===== src/rtl/tensor_hgmma_scheduler.sv =====
// Per-warp HGMMA / HGMMA_WAIT scheduler in front of the decoupled tensor core.
// One uop slot per warp, round-robin kickoff and wait release, per-warp outstanding counters.
module tensor_hgmma_scheduler #(
    parameter int NUM_WARPS       = 4,
    parameter int NW_WIDTH        = (NUM_WARPS > 1) ? $clog2(NUM_WARPS) : 1,
    parameter int MAX_OUTSTANDING = 2,
    parameter int CNT_W           = 3
) (
    input  logic                 clk,
    input  logic                 reset,
    input  logic                 req_valid,
    output logic                 req_ready,
    input  logic [NW_WIDTH-1:0]  req_wid,
    input  logic                 req_is_wait,
    output logic                 initiate_valid,
    output logic [NW_WIDTH-1:0]  initiate_wid,
    input  logic                 initiate_ready,
    input  logic                 done_valid,
    input  logic [NW_WIDTH-1:0]  done_wid,
    output logic                 wait_valid,
    output logic [NW_WIDTH-1:0]  wait_wid,
    input  logic                 wait_ready,
    output logic [NUM_WARPS-1:0] busy,
    output logic                 err_underflow
);

    if (MAX_OUTSTANDING >= (1 << CNT_W) || MAX_OUTSTANDING == 0) begin : g_bad_cfg
        $error("tensor_hgmma_scheduler: MAX_OUTSTANDING must be in 1..2**CNT_W-1");
    end

    localparam logic [CNT_W-1:0] MAX_CNT = CNT_W'(MAX_OUTSTANDING);

    logic [NUM_WARPS-1:0] slot_valid;
    logic [NUM_WARPS-1:0] slot_wait;
    logic [CNT_W-1:0]     outstanding [NUM_WARPS];
    logic [NW_WIDTH-1:0]  ia_ptr;
    logic [NW_WIDTH-1:0]  wt_ptr;

    logic [NUM_WARPS-1:0] hg_elig;
    logic [NUM_WARPS-1:0] wt_elig;
    logic [NUM_WARPS-1:0] cnt_inc;
    logic [NUM_WARPS-1:0] cnt_dec;
    logic [NUM_WARPS-1:0] cnt_zero;
    logic                 ia_any;
    logic                 wt_any;
    logic [NW_WIDTH-1:0]  ia_win;
    logic [NW_WIDTH-1:0]  wt_win;
    logic                 ia_load;
    logic                 wt_load;
    logic                 req_fire;

    // Returns {found, index} of the first set bit at or after ptr, wrapping.
    function automatic logic [NW_WIDTH:0] rr_pick(input logic [NUM_WARPS-1:0] elig,
                                                  input logic [NW_WIDTH-1:0]  ptr);
        logic                found;
        logic [NW_WIDTH-1:0] idx;
        logic [NW_WIDTH-1:0] cand;
        int                  sum;
        found = 1'b0;
        idx   = '0;
        for (int k = 0; k < NUM_WARPS; k++) begin
            sum = int'(ptr) + k;
            if (sum >= NUM_WARPS) sum = sum - NUM_WARPS;
            cand = NW_WIDTH'(sum);
            if (!found && elig[cand]) begin
                found = 1'b1;
                idx   = cand;
            end
        end
        return {found, idx};
    endfunction

    function automatic logic [NW_WIDTH-1:0] next_ptr(input logic [NW_WIDTH-1:0] win);
        if (win == NW_WIDTH'(NUM_WARPS - 1)) return '0;
        return win + NW_WIDTH'(1);
    endfunction

    assign req_ready = !slot_valid[req_wid];
    assign req_fire  = req_valid && req_ready;

    // The wait guard uses the pre-decrement count, so release trails the last done by a cycle.
    always_comb begin
        hg_elig  = '0;
        wt_elig  = '0;
        cnt_inc  = '0;
        cnt_dec  = '0;
        cnt_zero = '0;
        busy     = '0;
        for (int w = 0; w < NUM_WARPS; w++) begin
            cnt_zero[w] = (outstanding[w] == '0);
            hg_elig[w]  = slot_valid[w] && !slot_wait[w] && (outstanding[w] < MAX_CNT);
            wt_elig[w]  = slot_valid[w] && slot_wait[w] && cnt_zero[w] &&
                          !(done_valid && done_wid == NW_WIDTH'(w));
            cnt_dec[w]  = done_valid && (done_wid == NW_WIDTH'(w));
            busy[w]     = slot_valid[w] || !cnt_zero[w];
        end
        for (int w = 0; w < NUM_WARPS; w++) begin
            cnt_inc[w] = ia_load && (ia_win == NW_WIDTH'(w));
        end
    end

    assign {ia_any, ia_win} = rr_pick(hg_elig, ia_ptr);
    assign {wt_any, wt_win} = rr_pick(wt_elig, wt_ptr);
    assign ia_load = (!initiate_valid || initiate_ready) && ia_any;
    assign wt_load = (!wait_valid || wait_ready) && wt_any;

    always_ff @(posedge clk or negedge reset) begin
        if (!reset) begin
            initiate_valid <= 1'b0;
            initiate_wid   <= '0;
            ia_ptr         <= '0;
        end else if (ia_load) begin
            initiate_valid <= 1'b1;
            initiate_wid   <= ia_win;
            ia_ptr         <= next_ptr(ia_win);
        end else if (initiate_ready) begin
            initiate_valid <= 1'b0;
        end
    end

    always_ff @(posedge clk or negedge reset) begin
        if (!reset) begin
            wait_valid <= 1'b0;
            wait_wid   <= '0;
            wt_ptr     <= '0;
        end else if (wt_load) begin
            wait_valid <= 1'b1;
            wait_wid   <= wt_win;
            wt_ptr     <= next_ptr(wt_win);
        end else if (wait_ready) begin
            wait_valid <= 1'b0;
        end
    end

    // A slot is only written when empty and only drained when full, so set and clear never collide.
    always_ff @(posedge clk or negedge reset) begin
        if (!reset) begin
            slot_valid <= '0;
            slot_wait  <= '0;
        end else begin
            for (int w = 0; w < NUM_WARPS; w++) begin
                if (req_fire && req_wid == NW_WIDTH'(w)) begin
                    slot_valid[w] <= 1'b1;
                    slot_wait[w]  <= req_is_wait;
                end else if ((ia_load && ia_win == NW_WIDTH'(w)) ||
                             (wt_load && wt_win == NW_WIDTH'(w))) begin
                    slot_valid[w] <= 1'b0;
                end
            end
        end
    end

    always_ff @(posedge clk or negedge reset) begin
        if (!reset) begin
            for (int w = 0; w < NUM_WARPS; w++) outstanding[w] <= '0;
            err_underflow <= 1'b0;
        end else begin
            for (int w = 0; w < NUM_WARPS; w++) begin
                if (cnt_inc[w] && !cnt_dec[w]) begin
                    outstanding[w] <= outstanding[w] + CNT_W'(1);
                end else if (cnt_dec[w] && !cnt_inc[w] && !cnt_zero[w]) begin
                    outstanding[w] <= outstanding[w] - CNT_W'(1);
                end
            end
            if (|(cnt_dec & cnt_zero)) err_underflow <= 1'b1;
        end
    end

endmodule


===== config.mk =====
export PLATFORM = sky130hd
export DESIGN_NAME = tensor_hgmma_scheduler
export DESIGN_NICKNAME = d
export VERILOG_FILES = /design/src/rtl/tensor_hgmma_scheduler.sv
export SDC_FILE = /design/constraint.sdc
export NUM_CORES = 1
export LEC_CHECK = 0
export BUFFER_PORTS_ARGS = -buffer_cell sky130_fd_sc_hd__buf_4
export CORE_MARGIN = 2
export CORE_UTILIZATION = 50
export CTS_CLUSTER_DIAMETER = 30
export DETAILED_ROUTE_END_ITERATION = 6
export GPL_ROUTABILITY_DRIVEN = 0
export HOLD_SLACK_MARGIN = 0.1
export PLACE_DENSITY = 0.76
export SYNTH_ARGS = -nofsm -noshare
export SYNTH_HDL_FRONTEND = slang
export SYNTH_SLANG_ARGS = --single-unit
export TNS_END_PERCENT = 5

===== constraint.sdc =====
create_clock -name clk -period 3.92 [get_ports clk]
set_input_delay 0.784 -clock clk [delete_from_list [all_inputs] [get_ports clk]]
set_output_delay 0.784 -clock clk [all_outputs]
set_load 0.01 [all_outputs]

Word level (Yosys, flattened, before mapping):

Cells that the tools add are included.

* flip-flop bits (word level): 31
* output and inout port bits: 12

* add/sub/neg operators: 24
* order comparisons: 21
* equal/unequal tests: 12
* multiplexer cells: 70
* bitwise logic cells: 1
* reductions and logical operators: 111

Operators with widths (count)
* logical AND 1 bit: 57
* two-way mux 2 bit: 20
* two-way mux 1 bit: 33
* < comparator 2 x 3 -> 1 bit (second input constant): 9
* zero test 1 bit: 25
* two-way mux 3 bit: 8
* nonzero test 2 bit: 10
* binary-select mux 1 bit (select 2 bit): 9
* greater-or-equal comparator 3 bit (second input constant): 6
* == test 2 bit (second input constant): 8
* subtractor 2 x 1 -> 2 bit (second input constant): 8
* adder 2 x 2 -> 3 bit (second input constant): 4
* adder 3 x 1 -> 3 bit (second input constant): 4
* zero test 3 bit: 4
* < comparator 3 x 2 -> 1 bit (second input constant): 4
* subtractor 3 x 1 -> 3 bit (second input constant): 4
* logical OR 1 bit: 10
* == test 2 x 1 -> 1 bit (second input constant): 4
* zero test 2 bit: 4
* adder 2 x 1 -> 3 bit (second input constant): 2
* greater-or-equal comparator 2 x 3 -> 1 bit (second input constant): 2
* adder 2 x 1 -> 2 bit (second input constant): 2
* AND 4 bit: 1
* OR reduction 4 bit: 1

Longest topological paths before layout:

* depth after elaboration: 22
* mapped depth: 11
* depth with buffers taken out: 11

Worst setup path after synthesis:

No wires, ideal clock.

* path type: register -> register
* from: reg outstanding[11] in the netlist's numbering
* to: reg outstanding[8] in the netlist's numbering
* library setup time: 124 ps
* arrival: 2716 ps
* required time: 3796 ps
* slack: 1080 ps
* stages on the path, launching flop included: 11
* path buffers: 0
* path through: dfrtp_1 or4b_4 o21ai_0 a21oi_1 o21ai_0 ha_1 nand3_1 fa_1 a2111oi_0 a41oi_1 xnor2_1

* cells in the longest elaborated chain, start to end: 20

Ends and longest elaborated chain
* start: declaration: RTL line 35 `logic [CNT_W-1:0] outstanding [NUM_WARPS];`
* start signal: indexed assignment: RTL line 160 `outstanding[w] <= outstanding[w] + CNT_W'(1);`
* start signal: indexed assignment: RTL line 162 `outstanding[w] <= outstanding[w] - CNT_W'(1);`
* < comparator 3 x 2 -> 1 bit *: RTL line 91 `hg_elig[w] = slot_valid[w] && !slot_wait[w] && (outstanding[w] < MAX_CNT);`
* logical AND 1 bit *: RTL line 91
* binary-select mux 1 bit (select 2 bit): RTL line 65 `if (!found && elig[cand]) begin`
* two-way mux 1 bit (implied by the code): RTL line 65
* two-way mux 1 bit: RTL line 65
* zero test 1 bit: RTL line 65
* logical AND 1 bit: RTL line 65
* two-way mux 1 bit: RTL line 65
* [3 not listed]
* zero test 1 bit: RTL line 65
* logical AND 1 bit: RTL line 65
* two-way mux 2 bit or two-way mux 1 bit (tied branches): RTL line 65
* == test 2 x 1 -> 1 bit or logical AND 1 bit (tied branches): RTL line 98, 104
* logical AND 1 bit *: RTL line 98 `cnt_inc[w] = ia_load && (ia_win == NW_WIDTH'(w));`
* zero test 1 bit: RTL line 161 `end else if (cnt_dec[w] && !cnt_inc[w] && !cnt_zero[w]) begin`
* logical AND 1 bit (2 in series): RTL line 161
* nonzero test 2 bit (no line)

Mark *: on every way between the ends. The rest lies on a longest branch, timed or not. The select of a mux whose other input is x is not followed.
A chain may end at the register's enable or synchronous reset.

Worst setup path after layout:

* from: reg slot_wait[0]
* to: reg outstanding[8] in the netlist's numbering

* cells in the longest elaborated chain, start to end: 21

Ends and longest elaborated chain
* start: declaration: RTL line 34 `logic [NUM_WARPS-1:0] slot_wait;`
* start signal: indexed assignment: RTL line 144 `slot_wait[w] <= req_is_wait;`
* zero test 1 bit *: RTL line 91
* logical AND 1 bit * (2 in series): RTL line 91
* binary-select mux 1 bit (select 2 bit): RTL line 65
* two-way mux 1 bit (implied by the code): RTL line 65
* two-way mux 1 bit: RTL line 65
* zero test 1 bit: RTL line 65
* logical AND 1 bit: RTL line 65
* two-way mux 1 bit: RTL line 65
* [3 not listed]
* zero test 1 bit: RTL line 65
* logical AND 1 bit: RTL line 65
* two-way mux 2 bit or two-way mux 1 bit (tied branches): RTL line 65
* == test 2 x 1 -> 1 bit or logical AND 1 bit (tied branches): RTL line 98, 104
* logical AND 1 bit *: RTL line 98
* zero test 1 bit: RTL line 161
* logical AND 1 bit (2 in series): RTL line 161
* nonzero test 2 bit (no line)

Marks and branches as above.

==> qor.csv <==
stage,metric,value,unit
grt,grt_pass1_wl,7.24,mm
setup_path,timing.rr.start,slot_wait[0],
finish,final_util,0.614,
finish,n_antenna_cell,0,
sta,worst_slew_pin_slew,0.867,ns
power_and_ir_drop,power_density,802,nW/um2
finish,drive_gt1_frac,0.260,
detailed_routing,antenna_left,0,
grt,grt_start_max_net_pins,32,
sta,slew_headroom,0.418,
setup_path,endpoint_kind,flip-flop,
setup_path,path_max_fanout,6,
logic_synthesis,synth_edf_count,0,
clocking,tritoncts,built,
logic_synthesis,yosys_register_bits,31,
grt,antenna_found_initial,0,
logic_synthesis,synth_area,1990,um2
detailed_routing,drcViolationCount,0,
floorplanning,ios,23,
setup_path,startpoint_type,flip-flop,
outcome,outcome,"finished, final reports clean",
logic_synthesis,yosys.cell_count.top_type,dfrtp_1,
grt,met3_usage,0.0659,
setup_path,cp_data_required_time,4.08,ns
sta,fmax,0.317,GHz
clocking,cts_made_buffers,5,
clocking,root_buffer,clkbuf_8,
floorplanning,initial_core_util,0.531,
logic_synthesis,synth_top_area_cell,dfrtp_1,
setup_path,startpoint,slot_wait[0],
floorplanning,die_h,67.0,um
sta,setup_viol,0,
power_and_ir_drop,ir_worst_vdd,0.353,mV
detailed_routing,wire_per_inst,16.3,um
logic_synthesis,synth_common_cells,"dfrtp_1 (31), nand2_1 (17), inv_1 (10), nand3_1 (10), mux2_2 (9)",
sta,slew_violations,0,
grt,grtUsageMet2,0.327,
setup_path,critPathKind,flip-flop to flip-flop,
logic_synthesis,synth_nets,210,
floorplanning,die_w,67.0,um
clocking,htreeDepth,2,
finish,area_growth,15.7,%
clocking,clk_latency,0.28,ns
logic_synthesis,synth_top_area_share,0.390,
detailed_routing,vias,1561,
clocking,cts_setup_buffers,0,
clocking,clk_path_buf_depth,2,
setup_path,critPathArrivalTime,3.32,ns
floorplanning,die-area,4490,um2
finish,fill_cells,333,
floorplanning,coreArea,3740,um2
clocking,path_clk_slew,0.07,ns
detailed_routing,first_iter_violations,146,
sta,hold_viol_final,0,
sta,fin_skew,0.00732,ns
clocking,cts.sinks,31,
logic_synthesis,postSynth.asyncResetShare,1.00,
clocking,post_cts_resize_count,0,
clocking,cts_hold_buf,0,
grt,grt_util_met1,0.314,
sta,fin_crit_sh,0.806,
grt,grt.total_usage,0.221,
detailed_routing,drt_wl_total,4.29,mm
detailed_routing,viasPerCell,5.94,
detailed_routing,dr.pass1.iters,4,
floorplanning,fp-row-count,22,
logic_synthesis,synthFlopType,dfrtp_1,
run,maxCapViolCount,0,
logic_synthesis,syn_avg_cell_area,10.6,um2
logic_synthesis,ys_types,54,
logic_synthesis,synth.yosys.seq_area_share,0.390,
logic_synthesis,synthTopCellsByArea,"dfrtp_1 (39%), mux2_2 (5.1%), ha_1 (5.0%)",
sta,rsz0062_at_grt,no,
place,portBuffers,22,
sta,setup_tns,0,ns
grt,grt-ovfl-total,0,
grt,grt_pass1_vias,1449,
finish,layout.nets,237,
power_and_ir_drop,power.leakage,0.000954,uW
sta,post-route-min-period,3.16,ns
logic_synthesis,ys_warn_count,0,
logic_synthesis,synth_cells,187,
grt,top_usage_layer,met2,
hold_path,hold_class,input pin to asynchronous set/reset pin,
place,dp_hpwl,3.22,mm
==> cell families after synthesis <==
group,count (synthesis),synth area share
flip-flops,31,0.390
multiplexers,15,0.0919
adder cells (fa/ha/maj),12,0.0907
XOR/XNOR,8,0.0353
AO/OA/AOI/OAI,35,0.143
AND/OR/NAND/NOR,72,0.216
buffers and inverters,14,0.0327
==> state kept, by name, summed over array words and instances, names as in the netlist <==
signal	count
err_underflow	1
ia_ptr	2
wt_ptr	2
wait_wid	2
wait_valid	1
slot_valid	4
slot_wait	4
initiate_valid	1
initiate_wid	2
outstanding	12
==> placed cells by master (no fill, tap or decap), drive strengths merged, types with 2 or more instances in the layout <==
cell type,instances
xnor2,7
nand3b,2
nor4,2
a21boi,3
or4b,4
nor4b,3
and4,2
mux2,10
nand4,2
nand2,18
dfrtp,31
nand2b,5
o21ai,7
a2111oi,3
clkbuf,8
ha,8
a41oi,5
a31o,4
inv,10
fa,4
nand3,10
buf,24
a21oi,3
and3,2
mux2i,4
nor3b,2
o22ai,2
nor3,6
nor2,6
or2,2
==> worst max-delay path, stage by stage (launching register included) <==
cell	delay (ns)
dfrtp_1	0.42
or4b_4	0.59
o21ai_0	0.17
a21oi_1	0.08
o21ai_0	0.38
ha_1	0.30
nand3_1	0.11
fa_1	0.40
a2111oi_0	0.32
a41oi_1	0.10
xnor2_1	0.16
==> final cells by class <==
| cell class | count | area [um2] | share of cell area |
|---|---|---|---|
| multi-input combinational | 142 | 1150 | 0.498 |
| sequential | 31 | 776 | 0.337 |
| timing repair buffer | 24 | 180 | 0.0783 |
| clock buffer | 8 | 100 | 0.0435 |
| tap | 48 | 60.1 | 0.0261 |
| inverter | 10 | 37.5 | 0.0163 |
==> report_power, final <==
group          leakage [uW]  switching [uW]  internal (uW)  total, uW
logic              0.000534             474            442        916
registers          0.000368             174            477        651
clock network     0.0000515             118            160        278
==> per-layer routing <==
metal | vias to the layer above | part of all wire
met5 | - | 0
met4 | 0 | 0.012
met3 | 7 | 0.057
met2 | 40 | 0.45
met1 | 766 | 0.48
li1 | 748 | -
==> through the flow <==
step / std cells / hold slack (ns) / instance area, um2 / total power, uW / worst slack, ns
floorplan: 187 / 0.462 / 1990 / 1310 / 1.08
global placement: 255 / 0.448 / 2200 / 1540 / 0.924
detailed placement: 255 / 0.457 / 2200 / 1570 / 0.770
CTS: 263 / 0.439 / 2300 / 1860 / 0.737
global route: 263 / 0.453 / 2300 / 2020 / 0.432
finish: 263 / 0.423 / 2300 / 1850 / 0.761
==> final timing paths <==
path / endpoint / slack, ns / depth (start not counted)
setup reg to reg: outstanding[8] / 0.76 / 10
setup / recovery: outstanding[8] / 0.76 / 10
hold / removal: ia_ptr[0] / 0.42 / 1
max in group asynchronous: slot_wait[3] / 3.20 / 1
hold reg to reg: err_underflow / 0.47 / 1
min in group clk: err_underflow / 0.47 / 1
Note: power is estimated with default switching activity, not from simulation.
